**config.mk**
```make
export PLATFORM = sky130hd
export DESIGN_NAME = ram_64
export DESIGN_NICKNAME = d
export VERILOG_FILES = /design/src/rtl/ram_64_pkg.sv /design/src/rtl/ram8_bank.sv /design/src/rtl/ram_64.sv
export SDC_FILE = /design/constraint.sdc
export NUM_CORES = 2
export LEC_CHECK = 0
export BUFFER_PORTS_ARGS = -buffer_cell sky130_fd_sc_hd__buf_4
export CAP_MARGIN = 40
export CORE_MARGIN = 1.5
export CORE_UTILIZATION = 35
export DETAILED_ROUTE_END_ITERATION = 12
export PLACE_DENSITY = 0.53
export SLEW_MARGIN = 10
export SYNTH_ARGS = -nofsm -noshare
export SYNTH_HDL_FRONTEND = slang
export SYNTH_HIERARCHICAL = 1
export SYNTH_SLANG_ARGS = --single-unit
```
**constraint.sdc**
```tcl
create_clock -name i_clk -period 3.8 [get_ports i_clk]
set_input_delay 0 -clock i_clk [delete_from_list [all_inputs] [get_ports i_clk]]
set_output_delay 0 -clock i_clk [all_outputs]
set_load 0.005 [all_outputs]
```
**src/rtl/ram_64_pkg.sv**
```systemverilog
// Shared constants and types for the 64-word register-file RAM.
// Storage is built from flops so every word can be cleared by reset.
package ram_64_pkg;

    localparam int RAM_DATA_W      = 16;
    localparam int RAM_ADDR_W      = 6;
    localparam int RAM_BANK_ADDR_W = 3;

    localparam logic [RAM_DATA_W-1:0] RAM_WORD_RESET = 16'h0000;

    typedef logic [RAM_DATA_W-1:0] ram_word_t;

endpackage : ram_64_pkg

```
**src/rtl/ram8_bank.sv**
```systemverilog
// Eight-word register bank: decoded write enables and a combinational read mux.
// Reset clears every word asynchronously and takes priority over a write.
module ram8_bank
    import ram_64_pkg::*;
#(
    parameter int DATA_WIDTH = RAM_DATA_W
) (
    input  logic                       i_clk,
    input  logic                       i_reset,
    input  logic [RAM_BANK_ADDR_W-1:0] i_addr,
    input  logic [DATA_WIDTH-1:0]      i_data_in,
    input  logic                       i_we,
    output logic [DATA_WIDTH-1:0]      o_data_out
);

    localparam int WORDS = 2 ** RAM_BANK_ADDR_W;

    logic [WORDS-1:0]      w_word_we;
    logic [DATA_WIDTH-1:0] r_mem [WORDS];

    always_comb begin
        w_word_we         = '0;
        w_word_we[i_addr] = i_we;
    end

    always_ff @(posedge i_clk or posedge i_reset) begin
        if (i_reset) begin
            for (int i = 0; i < WORDS; i++) begin
                r_mem[i] <= RAM_WORD_RESET;
            end
        end else begin
            for (int i = 0; i < WORDS; i++) begin
                if (w_word_we[i]) begin
                    r_mem[i] <= i_data_in;
                end
            end
        end
    end

    assign o_data_out = r_mem[i_addr];

endmodule : ram8_bank

```
**src/rtl/ram_64.sv**
```systemverilog
// 64 x 16 RAM built Hack-style from eight 8-word banks.
// Upper address bits pick the bank for both write enable and read mux.
module ram_64
    import ram_64_pkg::*;
#(
    parameter int DATA_WIDTH = RAM_DATA_W,
    parameter int ADDR_WIDTH = RAM_ADDR_W
) (
    input  logic                  i_clk,
    input  logic                  i_reset,
    input  logic [ADDR_WIDTH-1:0] i_addr,
    input  logic [DATA_WIDTH-1:0] i_data_in,
    input  logic                  i_we,
    output logic [DATA_WIDTH-1:0] o_data_out
);

    localparam int BANK_SEL_W = ADDR_WIDTH - RAM_BANK_ADDR_W;
    localparam int BANKS      = 2 ** BANK_SEL_W;

    logic [BANK_SEL_W-1:0]      w_bank_sel;
    logic [RAM_BANK_ADDR_W-1:0] w_word_addr;
    logic [BANKS-1:0]           w_bank_we;
    logic [DATA_WIDTH-1:0]      w_bank_out [BANKS];

    assign w_bank_sel  = i_addr[ADDR_WIDTH-1:RAM_BANK_ADDR_W];
    assign w_word_addr = i_addr[RAM_BANK_ADDR_W-1:0];

    always_comb begin
        w_bank_we             = '0;
        w_bank_we[w_bank_sel] = i_we;
    end

    for (genvar b = 0; b < BANKS; b++) begin : g_bank
        ram8_bank #(
            .DATA_WIDTH (DATA_WIDTH)
        ) u_bank (
            .i_clk      (i_clk),
            .i_reset    (i_reset),
            .i_addr     (w_word_addr),
            .i_data_in  (i_data_in),
            .i_we       (w_bank_we[b]),
            .o_data_out (w_bank_out[b])
        );
    end

    assign o_data_out = w_bank_out[w_bank_sel];

endmodule : ram_64

```
==> impl_metrics.ini <==
[synthesis]
synth_area_per_cell_um2 = 17.9
yosysSeqAreaShare_pct = 52.2
yosys_warnings = 6
synth-seq-cells = 1024
syn_area_um2 = 49100
syn_nets = 2776
synthCells = 2751
ys_types = 21

[timing]
relSlewSlack_pct = 35.6
hold_viol_final = 0
skew_ns = 0
timing.fmax_mhz = 320
fin_setup_tns_ns = 0
drv_slew = 0
timing.final.ws_setup_ns = 0.680
max_slew.worst_pin.slew_ns = 0.967
grt_setup_unrepaired = no
period_needed_ns = 3.12
period_share_pct = 82.1
setup_viol = 0

[floorplanning]
row_count = 137
dieArea_um2 = 143000
die_height_um = 378
die_x_um = 378
boundaryPins = 41
core_um2 = 139000
start_util_pct = 35.3

[placement]
port_buffers = 40
post-place-ws_ns = 0.790
dp_hpwl_mm = 79.9
numPlacedInstances = 4562
place_congestion = 0.780

[setup_path]
worstSetupStartpointType = flip-flop
slowest_stage = mux4_1
path_max_fanout = 2
required_ns = 3.80
endpoint_kind = output pin
criticalPathCategory = reg -> out
cp_cell_sequence = mux4_1, mux2_2, mux4_2, mux2_2, buf_4
arrival_ns = 3.12
crit_path_frequent_cell = mux2_2
max_stage_delay_ns = 0.60

[final_layout]
final_cell_count_no_fill = 4781
multi_input_area_um2 = 21900
nFillCells = 12500
area.sequential_um2 = 25600
top_regs = g_bank.u_bank/r_mem: 1024 flops
syn_to_final_growth_pct = 11.8
largest_register_ffs = 1024
drive_gt1_share_pct = 54.5
top_register = g_bank.u_bank/r_mem
nets = 2832

[outcome]
outcome = finished clean

[power]
pwr_density_cell_nw_per_um2 = 506
p_int_mw = 20.9
p_sw_mw = 6.93
power_frac_clock_pct = 38.9
leakagePower_nw = 26.3
p_sw_share_pct = 24.9
ir_drop_uv = 372
combPwrFrac_pct = 14.3
pwr-share-seq_pct = 46.8

[min_path]
hp-class = in -> reg

[detailed_routing]
viasPerCell = 5.44
post-route-drc-count = 0
drt-met1-wl_mm = 60.6
drt-initial-drc-count = 1344
antenna_left = 0
routed_wl_mm = 129
top_layer_used = met5
vias = 26000
met2_length_mm = 60.5
routedWlPerCell_um = 27.0
met3_length_mm = 5.35
first_pass_iters = 4

[global_route]
grt_overflow = 0
antenna_found_initial = 11
grt_util_all_layers_pct = 18.4
grt_max_degree = 73
grt_pass1_wl_mm = 194
grt_pass1_vias = 28100

[cts]
root_buffer = clkbuf_16
numCtsBuffers = 111
clk_pin_slew_ns = 0.06
clk_latency_ns = 0.70
cts.sinks = 1024
post_cts_buffers = 0
tritoncts = done
cts_buffer_depth = 3
h-tree-depth = 3

[run]
maxCapViolations = 0
## cell type report
type / count / area share, %
tap: 1876 / 4.27
multi-input combinational: 1533 / 39.8
clock buffer: 159 / 5.84
inverter: 8 / 0.0911
sequential: 1024 / 46.7
clock inverter: 44 / 0.852
timing repair buffer: 129 / 2.44
antenna: 8 / 0.0365
## worst max-delay path, delay by kind of cell (launching register included)
kind | cells | cell delay (ns)
mux | 4 | 1.87
flops | 1 | 0.37
buf+inv | 1 | 0.16
## repair_timing
action | 4_1_cts | 5_1_grt
hold buffers | 6 | 1
endpoints found under the hold margin | 668 | 59
gates resized for setup | 0 | 0
## cells in the mapped netlist, drive strengths merged
library cell  number  share of area [%]
and4bb            24               0.61
buf              181                3.2
clkbuf             5               0.12
dfrtp           1024                 52
inv                8              0.061
mux2            1168                 27
mux4             288                 15
nand2              2              0.015
nand2b             3              0.038
nand4              8               0.35
nand4b            24                1.2
nor2               6              0.046
nor3               2              0.020
nor4b              8               0.39
## layer usage
layer  GRT usage (%)  up-vias
met1            26.2    14500
met3            2.75      160
met2            29.1      491
li1                -    10900
met4            4.97        2
met5               0        -
## logic make-up after synthesis
family,count (synthesis),share of synthesized area [%]
DFF,1024,52.2
buffers and inverters,194,3.38
and+or+nand+nor,77,2.63
muxes,1456,41.8
## final timing paths
| kind | cells after the start | from | to | slack, ns |
|---|---|---|---|---|
| max in group asynchronous | 6 | i_reset | g_bank[3].u_bank/r_mem[6] | 1.94 |
| max | 5 | g_bank[7].u_bank/r_mem[102] | o_data_out[6] | 0.68 |
| min in group asynchronous | 3 | i_reset | g_bank[1].u_bank/r_mem[87] | 0.07 |
| max reg2reg | 1 | g_bank[6].u_bank/r_mem[46] | g_bank[6].u_bank/r_mem[46] | 2.99 |
| min reg2reg | 1 | g_bank[1].u_bank/r_mem[46] | g_bank[1].u_bank/r_mem[46] | 0.49 |
| min | 2 | i_data_in[9] | g_bank[2].u_bank/r_mem[25] | 0.0004 |
## power groups by stage
stage / Clock, mW / Sequential [mW] / Combinational (mW)
after global routing: 11.6 / 13.2 / 4.25
after global placement: 0 / 13.1 / 3.84
after CTS: 11.2 / 13.0 / 4.03
after detailed placement: 0 / 13.2 / 4.00
after floorplan: 0 / 12.9 / 2.80
final: 10.8 / 13.0 / 3.98
## layout by cell type, fill, tap and decap left out, types with 3 or more instances in the layout
| master | netlist | routed |
|---|---|---|
| nand2b_1 | 3 | 3 |
| dfrtp_1 | 1024 | 1024 |
| buf_12 | 11 | 17 |
| mux2_2 | 1161 | 1161 |
| diode_2 | 0 | 8 |
| nor4b_4 | 8 | 8 |
| buf_8 | 7 | 3 |
| nor2_1 | 6 | 6 |
| inv_4 | 0 | 8 |
| mux4_1 | 244 | 244 |
| nand4b_4 | 24 | 24 |
| clkbuf_1 | 1 | 24 |
| and4bb_2 | 24 | 24 |
| clkbuf_16 | 0 | 112 |
| bufinv_16 | 0 | 7 |
| nand4_4 | 8 | 8 |
| clkinvlp_4 | 0 | 4 |
| buf_4 | 23 | 96 |
| clkbuf_8 | 4 | 23 |
| inv_6 | 0 | 4 |
| dlygate4sd3_1 | 0 | 7 |
| clkinv_2 | 0 | 26 |
| mux4_2 | 44 | 44 |
| mux2_1 | 7 | 7 |
| buf_16 | 0 | 6 |
## per-stage QoR
| stage | utilization (%) | hold slack, ns | power (mW) | instance area, µm² |
|---|---|---|---|---|
| final | 39.4 | 0.000439 | 27.8 | 54900 |
| after global routing | 39.4 | 0.0347 | 29.1 | 54900 |
| after CTS | 39.4 | 0.000782 | 28.2 | 54900 |
| after detailed placement | 36.7 | 0.192 | 17.2 | 51100 |
| after global placement | 36.6 | 0.390 | 16.9 | 51000 |
| after floorplan | - | 0.132 | 15.7 | 49100 |
Power figures use the tool's default switching activity.
